## src/rtl/exception_commit_seq_if.sv

```systemverilog
// Connection bundle between the exception controller side and the commit sequencer.
// The master side raises requests and reports memory activity; the slave side
// (the sequencer) returns stall, flush, redirect and CP0 strobes.
interface exception_commit_seq_if;
  logic        exc_req;
  logic        exc_is_refetch;
  logic        exc_cp0_upd;
  logic [31:0] exc_target_pc;
  logic        mem_busy;
  logic        pipe_stall;
  logic        flush_pipeline;
  logic        pc_redirect_ena;
  logic [31:0] pc_redirect;
  logic        cp0_commit_ena;
  logic        drain_timeout;
  logic        busy;
  logic [15:0] flush_count;

  modport master (
    output exc_req, exc_is_refetch, exc_cp0_upd, exc_target_pc, mem_busy,
    input  pipe_stall, flush_pipeline, pc_redirect_ena, pc_redirect,
           cp0_commit_ena, drain_timeout, busy, flush_count
  );

  modport slave (
    input  exc_req, exc_is_refetch, exc_cp0_upd, exc_target_pc, mem_busy,
    output pipe_stall, flush_pipeline, pc_redirect_ena, pc_redirect,
           cp0_commit_ena, drain_timeout, busy, flush_count
  );
endinterface

```

## src/rtl/exception_commit_seq.sv

```systemverilog
// Exception / refetch commit sequencer.
// Accepts a request in IDLE, waits for outstanding memory traffic to drain
// (bounded by DRAIN_TIMEOUT), emits a single aligned flush + redirect + CP0
// commit cycle, then stalls for COOLDOWN cycles before accepting again.
// Every output is either a register or a decode of registered state.
module exception_commit_seq #(
  parameter int DRAIN_TIMEOUT = 255,
  parameter int COOLDOWN      = 2,
  parameter int CNT_W         = 8
) (
  input  logic                  clk,
  input  logic                  rst,
  exception_commit_seq_if.slave bus
);

  typedef enum logic [1:0] {
    ST_IDLE  = 2'd0,
    ST_DRAIN = 2'd1,
    ST_FLUSH = 2'd2,
    ST_COOL  = 2'd3
  } state_t;

  // Terminal counts for the shared counter; the cooldown one is unused when COOLDOWN=0.
  localparam logic [CNT_W-1:0] DRAIN_LAST = CNT_W'(DRAIN_TIMEOUT - 1);
  localparam logic [CNT_W-1:0] COOL_LAST  = CNT_W'((COOLDOWN > 0) ? (COOLDOWN - 1) : 0);

  state_t             state_q, state_d;
  logic [CNT_W-1:0]   cnt_q, cnt_d;
  logic [31:0]        pc_q, pc_d;
  logic               refetch_q, refetch_d;
  logic               cp0_upd_q, cp0_upd_d;
  logic               timeout_q, timeout_d;
  logic [15:0]        flush_cnt_q, flush_cnt_d;

  // State and datapath registers; reset drops straight back to IDLE with no pulse.
  always_ff @(posedge clk) begin
    if (rst) begin
      state_q     <= ST_IDLE;
      cnt_q       <= '0;
      pc_q        <= 32'h0;
      refetch_q   <= 1'b0;
      cp0_upd_q   <= 1'b0;
      timeout_q   <= 1'b0;
      flush_cnt_q <= 16'h0;
    end else begin
      state_q     <= state_d;
      cnt_q       <= cnt_d;
      pc_q        <= pc_d;
      refetch_q   <= refetch_d;
      cp0_upd_q   <= cp0_upd_d;
      timeout_q   <= timeout_d;
      flush_cnt_q <= flush_cnt_d;
    end
  end

  // Next-state logic; the request is only looked at in IDLE so a latched target is never overwritten.
  always_comb begin
    state_d     = state_q;
    cnt_d       = cnt_q;
    pc_d        = pc_q;
    refetch_d   = refetch_q;
    cp0_upd_d   = cp0_upd_q;
    timeout_d   = 1'b0;
    flush_cnt_d = flush_cnt_q;

    unique case (state_q)
      ST_IDLE: begin
        if (bus.exc_req) begin
          pc_d      = bus.exc_target_pc;
          refetch_d = bus.exc_is_refetch;
          cp0_upd_d = bus.exc_cp0_upd;
          cnt_d     = '0;
          state_d   = bus.mem_busy ? ST_DRAIN : ST_FLUSH;
        end
      end
      ST_DRAIN: begin
        cnt_d = cnt_q + 1'b1;
        if (!bus.mem_busy) begin
          // A drain that completes on the last allowed cycle still counts as normal.
          state_d = ST_FLUSH;
        end else if (cnt_q == DRAIN_LAST) begin
          state_d   = ST_FLUSH;
          timeout_d = 1'b1;
        end
      end
      ST_FLUSH: begin
        flush_cnt_d = flush_cnt_q + 16'd1;
        cnt_d       = '0;
        state_d     = (COOLDOWN == 0) ? ST_IDLE : ST_COOL;
      end
      ST_COOL: begin
        cnt_d = cnt_q + 1'b1;
        if (cnt_q == COOL_LAST) begin
          state_d = ST_IDLE;
        end
      end
      default: begin
        state_d = ST_IDLE;
      end
    endcase
  end

  // Output decode from registered state only.
  assign bus.busy            = (state_q != ST_IDLE);
  assign bus.pipe_stall      = (state_q != ST_IDLE);
  assign bus.flush_pipeline  = (state_q == ST_FLUSH);
  assign bus.pc_redirect_ena = (state_q == ST_FLUSH);
  assign bus.cp0_commit_ena  = (state_q == ST_FLUSH) & cp0_upd_q & ~refetch_q;
  assign bus.drain_timeout   = (state_q == ST_FLUSH) & timeout_q;
  assign bus.pc_redirect     = pc_q;
  assign bus.flush_count     = flush_cnt_q;

endmodule

```

## src/flat_wrapper.sv

```systemverilog
// flat-port wrapper written by rule: the top's interface ports become plain ports
module exception_commit_seq_flat 
#(
  parameter int DRAIN_TIMEOUT = 255,
  parameter int COOLDOWN      = 2,
  parameter int CNT_W         = 8
)
  (clk, rst, bus_exc_req, bus_exc_is_refetch, bus_exc_cp0_upd, bus_exc_target_pc, bus_mem_busy, bus_pipe_stall, bus_flush_pipeline, bus_pc_redirect_ena, bus_pc_redirect, bus_cp0_commit_ena, bus_drain_timeout, bus_busy, bus_flush_count);
  exception_commit_seq_if bus_i ();
  input  logic clk;
  input  logic rst;
  input wire logic [$bits(bus_i.exc_req)-1:0] bus_exc_req;
  input wire logic [$bits(bus_i.exc_is_refetch)-1:0] bus_exc_is_refetch;
  input wire logic [$bits(bus_i.exc_cp0_upd)-1:0] bus_exc_cp0_upd;
  input wire logic [$bits(bus_i.exc_target_pc)-1:0] bus_exc_target_pc;
  input wire logic [$bits(bus_i.mem_busy)-1:0] bus_mem_busy;
  output wire logic [$bits(bus_i.pipe_stall)-1:0] bus_pipe_stall;
  output wire logic [$bits(bus_i.flush_pipeline)-1:0] bus_flush_pipeline;
  output wire logic [$bits(bus_i.pc_redirect_ena)-1:0] bus_pc_redirect_ena;
  output wire logic [$bits(bus_i.pc_redirect)-1:0] bus_pc_redirect;
  output wire logic [$bits(bus_i.cp0_commit_ena)-1:0] bus_cp0_commit_ena;
  output wire logic [$bits(bus_i.drain_timeout)-1:0] bus_drain_timeout;
  output wire logic [$bits(bus_i.busy)-1:0] bus_busy;
  output wire logic [$bits(bus_i.flush_count)-1:0] bus_flush_count;
  assign bus_i.exc_req = bus_exc_req;
  assign bus_i.exc_is_refetch = bus_exc_is_refetch;
  assign bus_i.exc_cp0_upd = bus_exc_cp0_upd;
  assign bus_i.exc_target_pc = bus_exc_target_pc;
  assign bus_i.mem_busy = bus_mem_busy;
  assign bus_pipe_stall = bus_i.pipe_stall;
  assign bus_flush_pipeline = bus_i.flush_pipeline;
  assign bus_pc_redirect_ena = bus_i.pc_redirect_ena;
  assign bus_pc_redirect = bus_i.pc_redirect;
  assign bus_cp0_commit_ena = bus_i.cp0_commit_ena;
  assign bus_drain_timeout = bus_i.drain_timeout;
  assign bus_busy = bus_i.busy;
  assign bus_flush_count = bus_i.flush_count;
  exception_commit_seq #(.DRAIN_TIMEOUT(DRAIN_TIMEOUT), .COOLDOWN(COOLDOWN), .CNT_W(CNT_W)) u_core (.clk(clk), .rst(rst), .bus(bus_i));
endmodule
```

## config.mk

```make
export PLATFORM = sky130hd
export DESIGN_NAME = exception_commit_seq_flat
export DESIGN_NICKNAME = d
export VERILOG_FILES = /design/src/rtl/exception_commit_seq_if.sv /design/src/rtl/exception_commit_seq.sv /design/src/flat_wrapper.sv
export SDC_FILE = /design/constraint.sdc
export NUM_CORES = 1
export LEC_CHECK = 0
export BUFFER_PORTS_ARGS = -buffer_cell sky130_fd_sc_hd__buf_2
export CAP_MARGIN = 5
export CORE_AREA = 2 2 83 85
export DETAILED_ROUTE_END_ITERATION = 10
export DIE_AREA = 0 0 85 87
export MAX_ROUTING_LAYER = met4
export PLACE_DENSITY_LB_ADDON = 0.3
export SYNTH_ARGS = -nofsm -noshare
export SYNTH_HDL_FRONTEND = slang
export SYNTH_SLANG_ARGS = --single-unit
```

## constraint.sdc

```tcl
create_clock -name clk -period 5.4 [get_ports clk]
set_clock_uncertainty 0.05 [all_clocks]
set_input_delay 0.54 -clock clk [delete_from_list [all_inputs] [get_ports clk]]
set_output_delay 0.54 -clock clk [all_outputs]
set_load 0.01 [all_outputs]
```

## After elaboration in Yosys (flattened, before gate mapping)

Cells that the tools add are included.

- Register bits after elaboration: 61
- Input port bits: 38
- Output and inout bits: 54

- Add/subtract/negate cells: 2
- Equality and inequality tests: 8
- Muxes and demuxes: 9
- Bitwise logic cells: 6
- Reductions and logical operators: 6

Operators with widths:

| operator | number |
|---|---|
| $pmux W8 S3 | 1 |
| $add A16 B1 Y16 const B | 1 |
| $mux W2 | 5 |
| $add A8 B1 Y8 const B | 1 |
| $eq A8 B1 Y1 const B | 1 |
| $eq A8 B8 Y1 const B | 1 |
| $mux W8 | 1 |
| $pmux W2 S4 | 1 |
| $eq A2 B2 Y1 const B | 2 |
| $and A1 B1 Y1 | 3 |
| $ne A3 B2 Y1 const B | 1 |
| $not A1 Y1 | 3 |
| $reduce_and A3 Y1 | 1 |
| $reduce_or A3 Y1 | 1 |
| $eq A2 B1 Y1 const B | 1 |
| $logic_not A2 Y1 | 1 |
| $ne A2 B1 Y1 const B | 1 |
| $ne A2 B2 Y1 const B | 1 |
| $reduce_and A2 Y1 | 1 |
| $reduce_bool A2 Y1 | 1 |
| $reduce_or A2 Y1 | 1 |
| $mux W1 | 1 |

## Longest topological paths before layout

Gate-level depths: netlist (run 1).

- Word-level depth: 4
- Depth in mapped cells: 7
- Gate-level depth less buffers: 6

## Least setup slack after synthesis (run 1)

No wires, ideal clock.

- Path kind: flip-flop to flip-flop
- Start: register u_core.state_q[0]
- End: register u_core.flush_cnt_q[15] (netlist: u_core.bus.flush_count[15])
- Arrival time: 1.600 ns
- Required time: 5.234 ns
- Setup slack: 3.634 ns
- Stages on the path, launching flop included: 8
- Path buffers: 1
- Path through: dfxtp_1 -> inv_1 -> ha_1 -> buf_2 -> nand4_1 -> nor3_1 -> a21oi_1 -> a31o_2

- Word-level cells in the longest chain between the ends: 1

Ends and longest elaborated chain:

| what | RTL line | text |
|---|---|---|
| start: declaration | exception_commit_seq.sv:27 | `state_t state_q, state_d;` |
| start signal: assignment | exception_commit_seq.sv:46 | `state_q <= state_d;` |
| $eq A2 B2 Y1 | n/a |  |
| via bus_flush_pipeline | flat_wrapper.sv:18 | `output wire logic [$bits(bus_i.flush_pipeline)-1:0] bus_flush_pipeline;` |
| end signal: assignment | exception_commit_seq.sv:52 | `flush_cnt_q <= flush_cnt_d;` |
| end: declaration | exception_commit_seq.sv:33 | `logic [15:0] flush_cnt_q, flush_cnt_d;` |

The timed path passes the listed nets, and every way through them passes these cells.
A chain may end at the register's enable or synchronous reset.

## Worst setup path in the final report (run 1)

- Start: register u_core.state_q[0]
- End: output port bus_cp0_commit_ena

- Word-level cells in the longest chain between the ends: 3

Ends and longest elaborated chain:

| what | RTL line | text |
|---|---|---|
| $eq A2 B2 Y1 | exception_commit_seq.sv:108 | `assign bus.cp0_commit_ena = (state_q == ST_FLUSH) & cp0_upd_q & ~refetch_q;` |
| $and A1 B1 Y1 (2 in a row) | exception_commit_seq.sv:108 |  |
| end: declaration | flat_wrapper.sv:21 | `output wire logic [$bits(bus_i.cp0_commit_ena)-1:0] bus_cp0_commit_ena;` |

Every way passes these cells.

==> results of run 1 <==
==> state kept, by name, summed over array words and instances, names as in the netlist <==
name	flops
u_core.refetch_q	1
u_core.cnt_q	8
u_core.state_q	2
u_core.cp0_upd_q	1
u_core.timeout_q	1
u_core.bus.flush_count	16
u_core.bus.pc_redirect	32
==> cell type report <==
class,instances,area (µm²),share of cell area
Clock buffer,9,124,0.0384
Clock inverter,7,90.1,0.0280
Inverter,9,33.8,0.0105
Multi-Input combinational cell,218,1200,0.372
Sequential cell,61,1220,0.379
Tap cell,80,100,0.0311
Timing Repair Buffer,91,455,0.141
==> layer usage <==
metal	global-route usage	routed length, µm	part of all wire
met1	0.196	2640	0.46
met2	0.254	2630	0.46
met3	0.0483	394	0.068
met4	0.0693	87	0.015
met5	-	0	0
==> cell families after synthesis <==
| group | after synthesis | share of synthesized area |
|---|---|---|
| simple gates | 140 | 0.248 |
| compound gates | 51 | 0.119 |
| buf+inv | 26 | 0.0426 |
| mux | 1 | 0.00396 |
| xor+xnor | 17 | 0.0589 |
| flops | 61 | 0.483 |
| fa+ha+maj | 9 | 0.0446 |
==> worst max-delay path: cells and delay by family, from the launching register on <==
family                   cells  cell delay (ns)
AND/OR/NAND/NOR              1             0.23
adder cells (fa/ha/maj)      1             0.45
buffers and inverters        2             0.25
flip-flops                   1             0.35
==> cell usage after synthesis, drive strengths merged, types with 3 or more instances <==
| master | count |
|---|---|
| a21oi | 39 |
| and3 | 3 |
| buf | 6 |
| clkbuf | 11 |
| dfxtp | 61 |
| ha | 9 |
| inv | 9 |
| nand2 | 78 |
| nand2b | 3 |
| nand3 | 6 |
| nand4 | 8 |
| nor2 | 22 |
| nor3 | 5 |
| nor4 | 6 |
| o21ai | 4 |
| or3 | 3 |
| xnor2 | 10 |
| xor2 | 7 |
==> where the power goes <==
| group | total (W) | switching (W) | internal [W] | leakage [nW] |
|---|---|---|---|---|
| logic | 0.000375 | 0.000230 | 0.000145 | 0.798 |
| clock network | 0.000437 | 0.000180 | 0.000257 | 0.105 |
| registers | 0.000552 | 0.0000404 | 0.000512 | 0.497 |
==> stage by stage <==
| step | setup slack [ns] | std cells | hold WS [ns] | power [W] | util |
|---|---|---|---|---|---|
| 2_1_floorplan | 3.63 | 305 | 0.382 | 0.000826 | - |
| 3_3_place_gp | 3.31 | 459 | 0.388 | 0.000934 | 0.458 |
| 3_5_place_dp | 3.31 | 459 | 0.397 | 0.000940 | 0.458 |
| 4_1_cts | 3.18 | 475 | 0.368 | 0.00138 | 0.491 |
| 5_1_grt | 3.04 | 475 | 0.378 | 0.00145 | 0.491 |
| 6_report | 3.20 | 475 | 0.384 | 0.00136 | 0.491 |
==> cell usage in the layout (no fill, tap or decap), types with 6 or more instances in the layout <==
| master | instances |
|---|---|
| nand3_1 | 6 |
| xnor2_1 | 10 |
| xor2_1 | 7 |
| nor4_1 | 6 |
| nor2_1 | 22 |
| ha_1 | 9 |
| buf_2 | 91 |
| nand2_1 | 78 |
| nand4_1 | 8 |
| a21oi_1 | 39 |
| inv_1 | 9 |
| dfxtp_1 | 61 |
| clkbuf_8 | 9 |
==> final timing paths <==
kind	from	endpoint	cells after the start
max reg2reg	u_core.state_q[0]	u_core.bus.flush_count[15]	6
max	u_core.state_q[0]	bus_cp0_commit_ena	4
min reg2reg	u_core.cp0_upd_q	u_core.cp0_upd_q	2
min	bus_exc_target_pc[19]	u_core.bus.pc_redirect[19]	3
==> run_results.csv, run 1 <==
group,metric,value,unit
clock_tree,clockBufferDepth,2,
timing,max_clock_freq,455,MHz
layout,final_area,0.00322,mm²
power_and_ir_drop,power.leakage,1.40,nW
yosys,syn_inst,305,
timing,relSlewSlack,0.208,
power_and_ir_drop,peakVddDrop,0.203,mV
die,io_pins,92,
clock_tree,numCtsBuffers,9,
timing,finalSetupTns,0,ns
die,initial_core_util,0.385,
yosys,synth_top_area_share,0.483,
die,die-area,0.00740,mm²
clock_tree,clk_pin_slew,0.07,ns
clock_tree,htree_levels,3,
setup_path,cpPeakStageDelay,0.45,ns
setup_path,critPathMaxFanout,11,
setup_path,crit_path_start_kind,"flip-flop",
clock_tree,clock_sinks,61,
die,rows,30,
global_route,antenna_found_initial,0,
global_route,grt_overflow_total,0,
setup_path,path_cells,"inv_1 -> ha_1 -> and3b_1 -> buf_2",
yosys,ys_ff_latch,61,
layout,nFillCells,642,
timing,drv_slew,0,
placed_design,hpwlAfterDp,3950,µm
route,post-route-drc-count,0,
clock_tree,postCtsSetupRepairBufs,0,
setup_path,cp-end-kind,"output pin",
hold_path,holdCritPathClass,"in2reg",
timing,rsz0062_at_grt,"false",
global_route,grt_max_degree,57,
route,drt_iter0_markers,97,
yosys,synthFlopType,"dfxtp_1",
yosys,synth-edff-count,0,
die,core,0.00657,mm²
route,drt_first_pass_iters,4,
yosys,async_reset_ff_frac,0,
route,drtAntennaViolNets,0,
clock_tree,tritoncts,"done",
route,wire_per_inst,12.1,µm
placed_design,io_buffers,91,
placed_design,gp_congestion,0.812,
clock_tree,root_buffer,"clkbuf_8",
clock_tree,hold_buffers,0,
yosys,synthTopCellsByArea,"dfxtp_1 (48%), nand2_1 (12%), a21oi_1 (7.7%), ha_1 (4.5%), xnor2_1 (3.5%)",
route,finalWirelength,5760,µm
global_route,grt_use_total,0.163,
timing,layout_worst_path_cycle_share,0.407,
route,num_vias,2286,
timing,period_needed,2.20,ns
layout,diodes,0,
job,max_cap_violations,0,
setup_path,reg2reg_setup_slack,3.32,ns
layout,syn_to_final_growth,27.5,%
setup_path,worstPathArrival,1.61,ns
setup_path,criticalPathCategory,"reg2out",
global_route,grt_pass1_vias,2171,
yosys,avgSynthCellArea,8.29,µm²
power_and_ir_drop,power_density,423,mW/mm²
placed_design,placed_area,0.00301,mm²
global_route,grt_pass1_wl,9410,µm
yosys,synth_area,0.00253,mm²
yosys,mappedNetlistNets,352,
timing,final_hold_viol_count,0,
clock_tree,post_cts_resize_count,0,
die,fp.dieH,87,µm
layout,layout-drive-gt1-share,0.286,
yosys,yosys_warnings,0,
run_status,status,"completed",
yosys,yosys.area.top_type,"dfxtp_1",
setup_path,critPathSlowestCell,"ha_1",
setup_path,worstPathRequired,4.81,ns
yosys,synth_seq_area_share,0.483,
timing,setup_viol,0,
timing,tightest_slew,1.19,ns
layout,nets,437,
route,routed_via_density,4.81,
clock_tree,clkLatencyLatePin,0.34,ns
yosys,synth_cell_types,34,
die,die_x,85,µm
No activity file was read; power rests on OpenSTA's default activity.
==> inputs of run 2 (changes only) <==
- clock period: 5.4 -> 2.2 ns (I/O delays scaled with it)
==> run_results.csv, run 2 (synthesis results as in run 1) <==
group,metric,value,unit
run_status,status,"completed",
layout,nets,442,
layout,largest_reg_flops,32,
clock_tree,clock_sinks,61,
placed_design,placed_area,0.00305,mm²
layout,final_area,0.00325,mm²
die,die-area,0.00740,mm²
route,routed_via_density,4.83,
setup_path,critPathSlowestCell,"or4b_4",
setup_path,path_cells,"ha_1 -> or4b_4 -> o41ai_4 -> a31oi_1 -> a311oi_2",
power_and_ir_drop,peakVddDrop,0.520,mV
timing,layout_worst_path_cycle_share,0.847,
setup_path,r2r-end,"u_core.state_q[0]",
route,drtAntennaViolNets,0,
route,post-route-drc-count,0,
hold_path,holdCritPathClass,"in2reg",
die,core,0.00657,mm²
clock_tree,post_cts_resize_count,0,
layout,mostFrequentLayoutCells,"buf_2 (91), nand2_1 (78), dfxtp_1 (61)",
route,met2RoutedLength,2730,µm
clock_tree,tritoncts,"done",
die,fp.dieH,87,µm
route,dr_wl_met3,422,µm
setup_path,critical_path.startpoint,"u_core.cnt_q[0]",
die,initial_core_util,0.385,
setup_path,reg2reg_from,"u_core.cnt_q[0]",
global_route,antenna_found_initial,0,
global_route,grt_pass1_wl,9650,µm
die,die_x,85,µm
timing,period_needed,1.86,ns
setup_path,criticalPathCategory,"reg2reg",
clock_tree,clk_pin_slew,0.07,ns
route,drt_first_pass_iters,4,
timing,tightest_slew,0.414,ns
global_route,grt_use_total,0.168,
layout,diodes,0,
power_and_ir_drop,switching_share,0.337,
timing,relSlewSlack,0.723,
clock_tree,numCtsBuffers,9,
clock_tree,root_buffer,"clkbuf_8",
route,met1_length,2640,µm
setup_path,cp-end-kind,"flip-flop",
timing,final_hold_viol_count,0,
die,rows,30,
timing,drv_slew,0,
route,num_vias,2320,
setup_path,crit_path_start_kind,"flip-flop",
setup_path,critPathMaxFanout,5,
power_and_ir_drop,switching_power,0.00111,W
power_and_ir_drop,power_density,1020,mW/mm²
power_and_ir_drop,power.share.clock,0.300,
setup_path,endpoint,"u_core.state_q[0]",
route,drt_iter0_markers,84,
setup_path,ff2ff_path_depth,5,
setup_path,reg2reg_setup_slack,0.34,ns
layout,final_common_cell,"buf_2",
timing,max_clock_freq,536,MHz
timing,rsz0062_at_grt,"false",
timing,finalSetupTns,0,ns
placed_design,gp_congestion,0.816,
power_and_ir_drop,pwr-share-seq,0.411,
route,wire_per_inst,12.2,µm
setup_path,worstPathArrival,2.06,ns
global_route,grt_pass1_vias,2150,
layout,syn_to_final_growth,28.5,%
placed_design,io_buffers,91,
die,io_pins,92,
placed_design,hpwlAfterDp,4130,µm
setup_path,worstPathRequired,2.39,ns
clock_tree,clockBufferDepth,2,
clock_tree,clkLatencyLatePin,0.33,ns
power_and_ir_drop,power.leakage,1.41,nW
layout,layoutNonFillerInstCount,480,
setup_path,cpPeakStageDelay,0.47,ns
timing,setup_viol,0,
power_and_ir_drop,internal-power,0.00218,W
layout,layout-drive-gt1-share,0.295,
power_and_ir_drop,power_frac_comb,0.288,
job,max_cap_violations,0,
clock_tree,postCtsSetupRepairBufs,0,
placed_design,dp.cells,464,
route,finalWirelength,5840,µm
clock_tree,hold_buffers,0,
clock_tree,htree_levels,3,
route,top_layer,"met4",
global_route,grt_max_degree,35,
global_route,grt_overflow_total,0,
[run 2: final cells by class]
type                    instances  area [µm²]
clock buffers                  10         138
clock inverters                 6        62.6
fillers                       659        3320
inverters                       9        33.8
multi-input cells             218        1200
flip-flops and latches         61        1220
well taps                      80         100
repair buffers                 96         493
[run 2: how the worst min path moves through the flow]
stage                                  to  depth (start not counted)                   from  slack [ns]
6_report       u_core.bus.pc_redirect[28]                          3  bus_exc_target_pc[28]        0.06
3_5_place_dp             u_core.refetch_q                          2       u_core.refetch_q        0.39
4_1_cts         u_core.bus.pc_redirect[3]                          3   bus_exc_target_pc[3]        0.05
2_1_floorplan            u_core.cp0_upd_q                          2        bus_exc_cp0_upd        0.31
3_3_place_gp             u_core.refetch_q                          2       u_core.refetch_q        0.39
5_1_grt         u_core.bus.pc_redirect[3]                          3   bus_exc_target_pc[3]        0.04
[run 2: metrics by stage]
step	power (W)	hold WS [ns]	util	worst slack, ns
after floorplan	0.00203	0.306	-	0.434
after global placement	0.00232	0.388	0.464	0.432
after detailed placement	0.00234	0.392	0.464	0.368
after CTS	0.00335	0.0470	0.494	0.328
after global routing	0.00354	0.0422	0.494	0.207
final	0.00330	0.0636	0.494	0.336
[run 2: power by group through the flow]
stage	sequential (W)	clock (W)	combinational (W)
floorplan	0.00142	0	0.000603
global placement	0.00137	0	0.000952
detailed placement	0.00138	0	0.000960
CTS	0.00136	0.00103	0.000963
global route	0.00137	0.00107	0.00109
finish	0.00136	0.000991	0.000951
[run 2: layer usage]
layer,up-vias,global-route usage
met1,1045,0.203
met4,0,0.0606
met5,-,-
met2,79,0.263
li1,1192,-
met3,4,0.0559
[run 2: critical path: cells and delay by family (launching register included)]
kind	cells	cell delay (ns)
compound gates	3	0.71
simple gates	1	0.47
flops	1	0.39
fa+ha+maj	1	0.15
==> inputs of run 3 (changes only) <==
- ABC_AREA: default -> 1
- CORE_AREA: 2 2 83 85 -> 2 2 85 87
- DIE_AREA: 0 0 85 87 -> 0 0 87 89
- clock period: 2.2 -> 1.75 ns (I/O delays scaled with it)
==> run_results.csv, run 3 <==
group,metric,value,unit
yosys,yosys.area.top_type,"dfxtp_1",
clock_tree,clock_sinks,61,
power_and_ir_drop,power_density,1390,mW/mm²
global_route,grt_pass1_vias,2290,
timing,tightest_slew,0.260,ns
clock_tree,postCtsSetupRepairBufs,0,
yosys,yosys_warnings,0,
route,routed_via_density,4.71,
clock_tree,tritoncts,"done",
route,drt_first_pass_iters,4,
placed_design,gp_congestion,0.851,
clock_tree,htree_levels,3,
timing,layout_worst_path_cycle_share,0.938,
global_route,grt_max_degree,28,
setup_path,criticalPathCategory,"reg2out",
layout,largest_reg_flops,32,
power_and_ir_drop,switching_power,0.00155,W
timing,period_needed,1.64,ns
power_and_ir_drop,peakVddDrop,0.577,mV
layout,nets,509,
route,wire_per_inst,11.6,µm
power_and_ir_drop,internal-power,0.00324,W
yosys,async_reset_ff_frac,0,
route,drt_iter0_markers,113,
layout,final_area,0.00344,mm²
timing,setup_viol,0,
placed_design,io_buffers,91,
placed_design,hpwlAfterDp,4660,µm
global_route,grt_overflow_total,0,
layout,final_common_cell,"nor2_1",
layout,diodes,0,
yosys,synth-edff-count,0,
route,drtAntennaViolNets,0,
hold_path,hold_end,"u_core.refetch_q",
setup_path,reg2reg_setup_slack,0.13,ns
setup_path,path_cells,"inv_1 -> ha_2 -> buf_6 -> nand2_1 -> nor2_1 -> buf_2",
yosys,avgSynthCellArea,7.20,µm²
setup_path,critPathSlowestCell,"dfxtp_2",
clock_tree,numCtsBuffers,9,
hold_path,holdCritPathClass,"in2reg",
layout,nFillCells,647,
hold_path,min-delay-start,"bus_exc_is_refetch",
power_and_ir_drop,power.leakage,1.64,nW
clock_tree,clockBufferDepth,2,
run_status,status,"completed",
yosys,synth_cell_types,23,
layout,syn_to_final_growth,30.1,%
setup_path,critPathMaxFanout,8,
route,num_vias,2572,
setup_path,reg2reg_from,"u_core.state_q[1]",
yosys,synthMostInstantiatedCell,"nor2_1",
die,core,0.00672,mm²
die,io_pins,92,
timing,final_hold_viol_count,0,
setup_path,cp-end-kind,"output pin",
power_and_ir_drop,pwr-share-seq,0.375,
power_and_ir_drop,power.share.clock,0.323,
global_route,grt_pass1_wl,10100,µm
timing,drv_slew,0,
clock_tree,clkLatencyLatePin,0.33,ns
setup_path,cpPeakStageDelay,0.34,ns
yosys,ys_ff_latch,61,
global_route,antenna_found_initial,0,
setup_path,worstPathRequired,1.52,ns
setup_path,r2r-end,"u_core.cnt_q[7]",
clock_tree,clk_pin_slew,0.07,ns
die,rows,30,
timing,hold-worst-slack,0.0380,ns
yosys,synth_area,0.00264,mm²
setup_path,ff2ff_path_depth,9,
die,fp.dieH,89,µm
timing,finalSetupTns,0,ns
setup_path,crit_path_start_kind,"flip-flop",
die,die-area,0.00774,mm²
global_route,grt_use_total,0.173,
yosys,synth_top_area_share,0.462,
layout,mostFrequentLayoutCells,"nor2_1 (108), buf_2 (91), dfxtp_1 (60)",
hold_path,hold_depth,3,
route,finalWirelength,6360,µm
yosys,synthTopCellsByArea,"dfxtp_1 (46%), nor2_1 (15%), o21ai_0 (8.3%), nand2_1 (6.1%), inv_1 (4.7%)",
yosys,mappedNetlistNets,414,
route,post-route-drc-count,0,
setup_path,worstPathArrival,1.42,ns
timing,relSlewSlack,0.826,
power_and_ir_drop,power_frac_comb,0.302,
yosys,synth_seq_area_share,0.462,
power_and_ir_drop,switching_share,0.324,
die,die_x,87,µm
yosys,syn_inst,367,
timing,max_clock_freq,609,MHz
clock_tree,root_buffer,"clkbuf_8",
job,max_cap_violations,0,
die,initial_core_util,0.393,
yosys,synthFlopType,"dfxtp_1",
timing,rsz0062_at_grt,"false",
placed_design,placed_area,0.00319,mm²
layout,layout-drive-gt1-share,0.266,
yosys,synthTopCellsByCount,"nor2_1 (108), dfxtp_1 (61), o21ai_0 (44)",
power_and_ir_drop,power,0.00478,W
==> run 3: changes by cell type in the layout (fill, tap and decap cells not counted), moves of 5 or more <==
| cell | before | now |
|---|---|---|
| xor2_1 | 7 | 2 |
| xnor2_1 | 10 | 2 |
| inv_1 | 9 | 33 |
| nor4_1 | 6 | 0 |
| nor2_1 | 22 | 108 |
| nand2_1 | 78 | 43 |
| nand3_1 | 6 | 12 |
| o21ai_0 | 4 | 44 |
| a21oi_1 | 39 | 18 |
==> run 3: how the worst max path moves through the flow <==
stage                           start                 end  slack [ns]  depth (start not counted)
floorplan           u_core.state_q[0]     u_core.cnt_q[7]        0.24                          9
global placement    u_core.state_q[0]     u_core.cnt_q[7]        0.19                          9
detailed placement  u_core.state_q[0]     u_core.cnt_q[7]        0.12                          9
CTS                 u_core.state_q[0]  bus_cp0_commit_ena        0.02                          6
global route        u_core.state_q[0]  bus_cp0_commit_ena       0.009                          6
finish              u_core.state_q[0]  bus_cp0_commit_ena        0.11                          6
==> run 3: final cells by class <==
type                       count  area (µm²)  area share
timing repair buffer          99         519       0.151
inverter                      34         128      0.0371
clock buffer                  11         151      0.0440
tap                           80         100      0.0291
multi-input combinational    257        1220       0.356
clock inverter                 4        95.1      0.0276
sequential                    61        1220       0.355
==> run 3: logic make-up (layout without fill, tap and decap cells) <==
kind of cell / count (synthesis) / in the layout / synth area share
flip-flops: 61 / 61 / 0.462
XOR/XNOR: 4 / 4 / 0.0133
adder cells (fa/ha/maj): 9 / 9 / 0.0426
AND/OR/NAND/NOR: 180 / 180 / 0.284
AO/OA/AOI/OAI: 64 / 64 / 0.122
buffers and inverters: 49 / 148 / 0.0762
==> run 3: critical path, delay by kind of cell, from the launching register on <==
family / cells / cell delay [ns]
adders and majority gates: 1 / 0.23
buffers and inverters: 3 / 0.38
and+or+nand+nor: 2 / 0.13
DFF: 1 / 0.34
==> run 3: power groups by stage <==
stage | Combinational [W] | Clock [W] | Sequential (W)
after floorplan | 0.000837 | 0 | 0.00192
after global placement | 0.00142 | 0 | 0.00181
after detailed placement | 0.00145 | 0 | 0.00182
after CTS | 0.00146 | 0.00159 | 0.00179
after global routing | 0.00166 | 0.00165 | 0.00182
final | 0.00145 | 0.00155 | 0.00179
==> run 3: layer usage <==
metal | global-route usage | up-vias | share of wire
met2 | 0.275 | 74 | 0.46
met4 | 0.0952 | 0 | 0.016
met3 | 0.0425 | 9 | 0.060
met5 | - | - | 0
met1 | 0.201 | 1139 | 0.47
li1 | - | 1350 | -
==> run 3: what timing repair did <==
item                       CTS  global route
resized for setup            1             2
pin swaps                    0             0
hold buffers                 0             0
setup endpoints to repair    2             2
==> run 3: stage by stage <==
stage | std cells | util | setup slack, ns
after floorplan | 367 | - | 0.237
after global placement | 531 | 0.474 | 0.193
after detailed placement | 531 | 0.474 | 0.122
after CTS | 546 | 0.511 | 0.0166
after global routing | 546 | 0.512 | 0.00856
final | 546 | 0.512 | 0.109
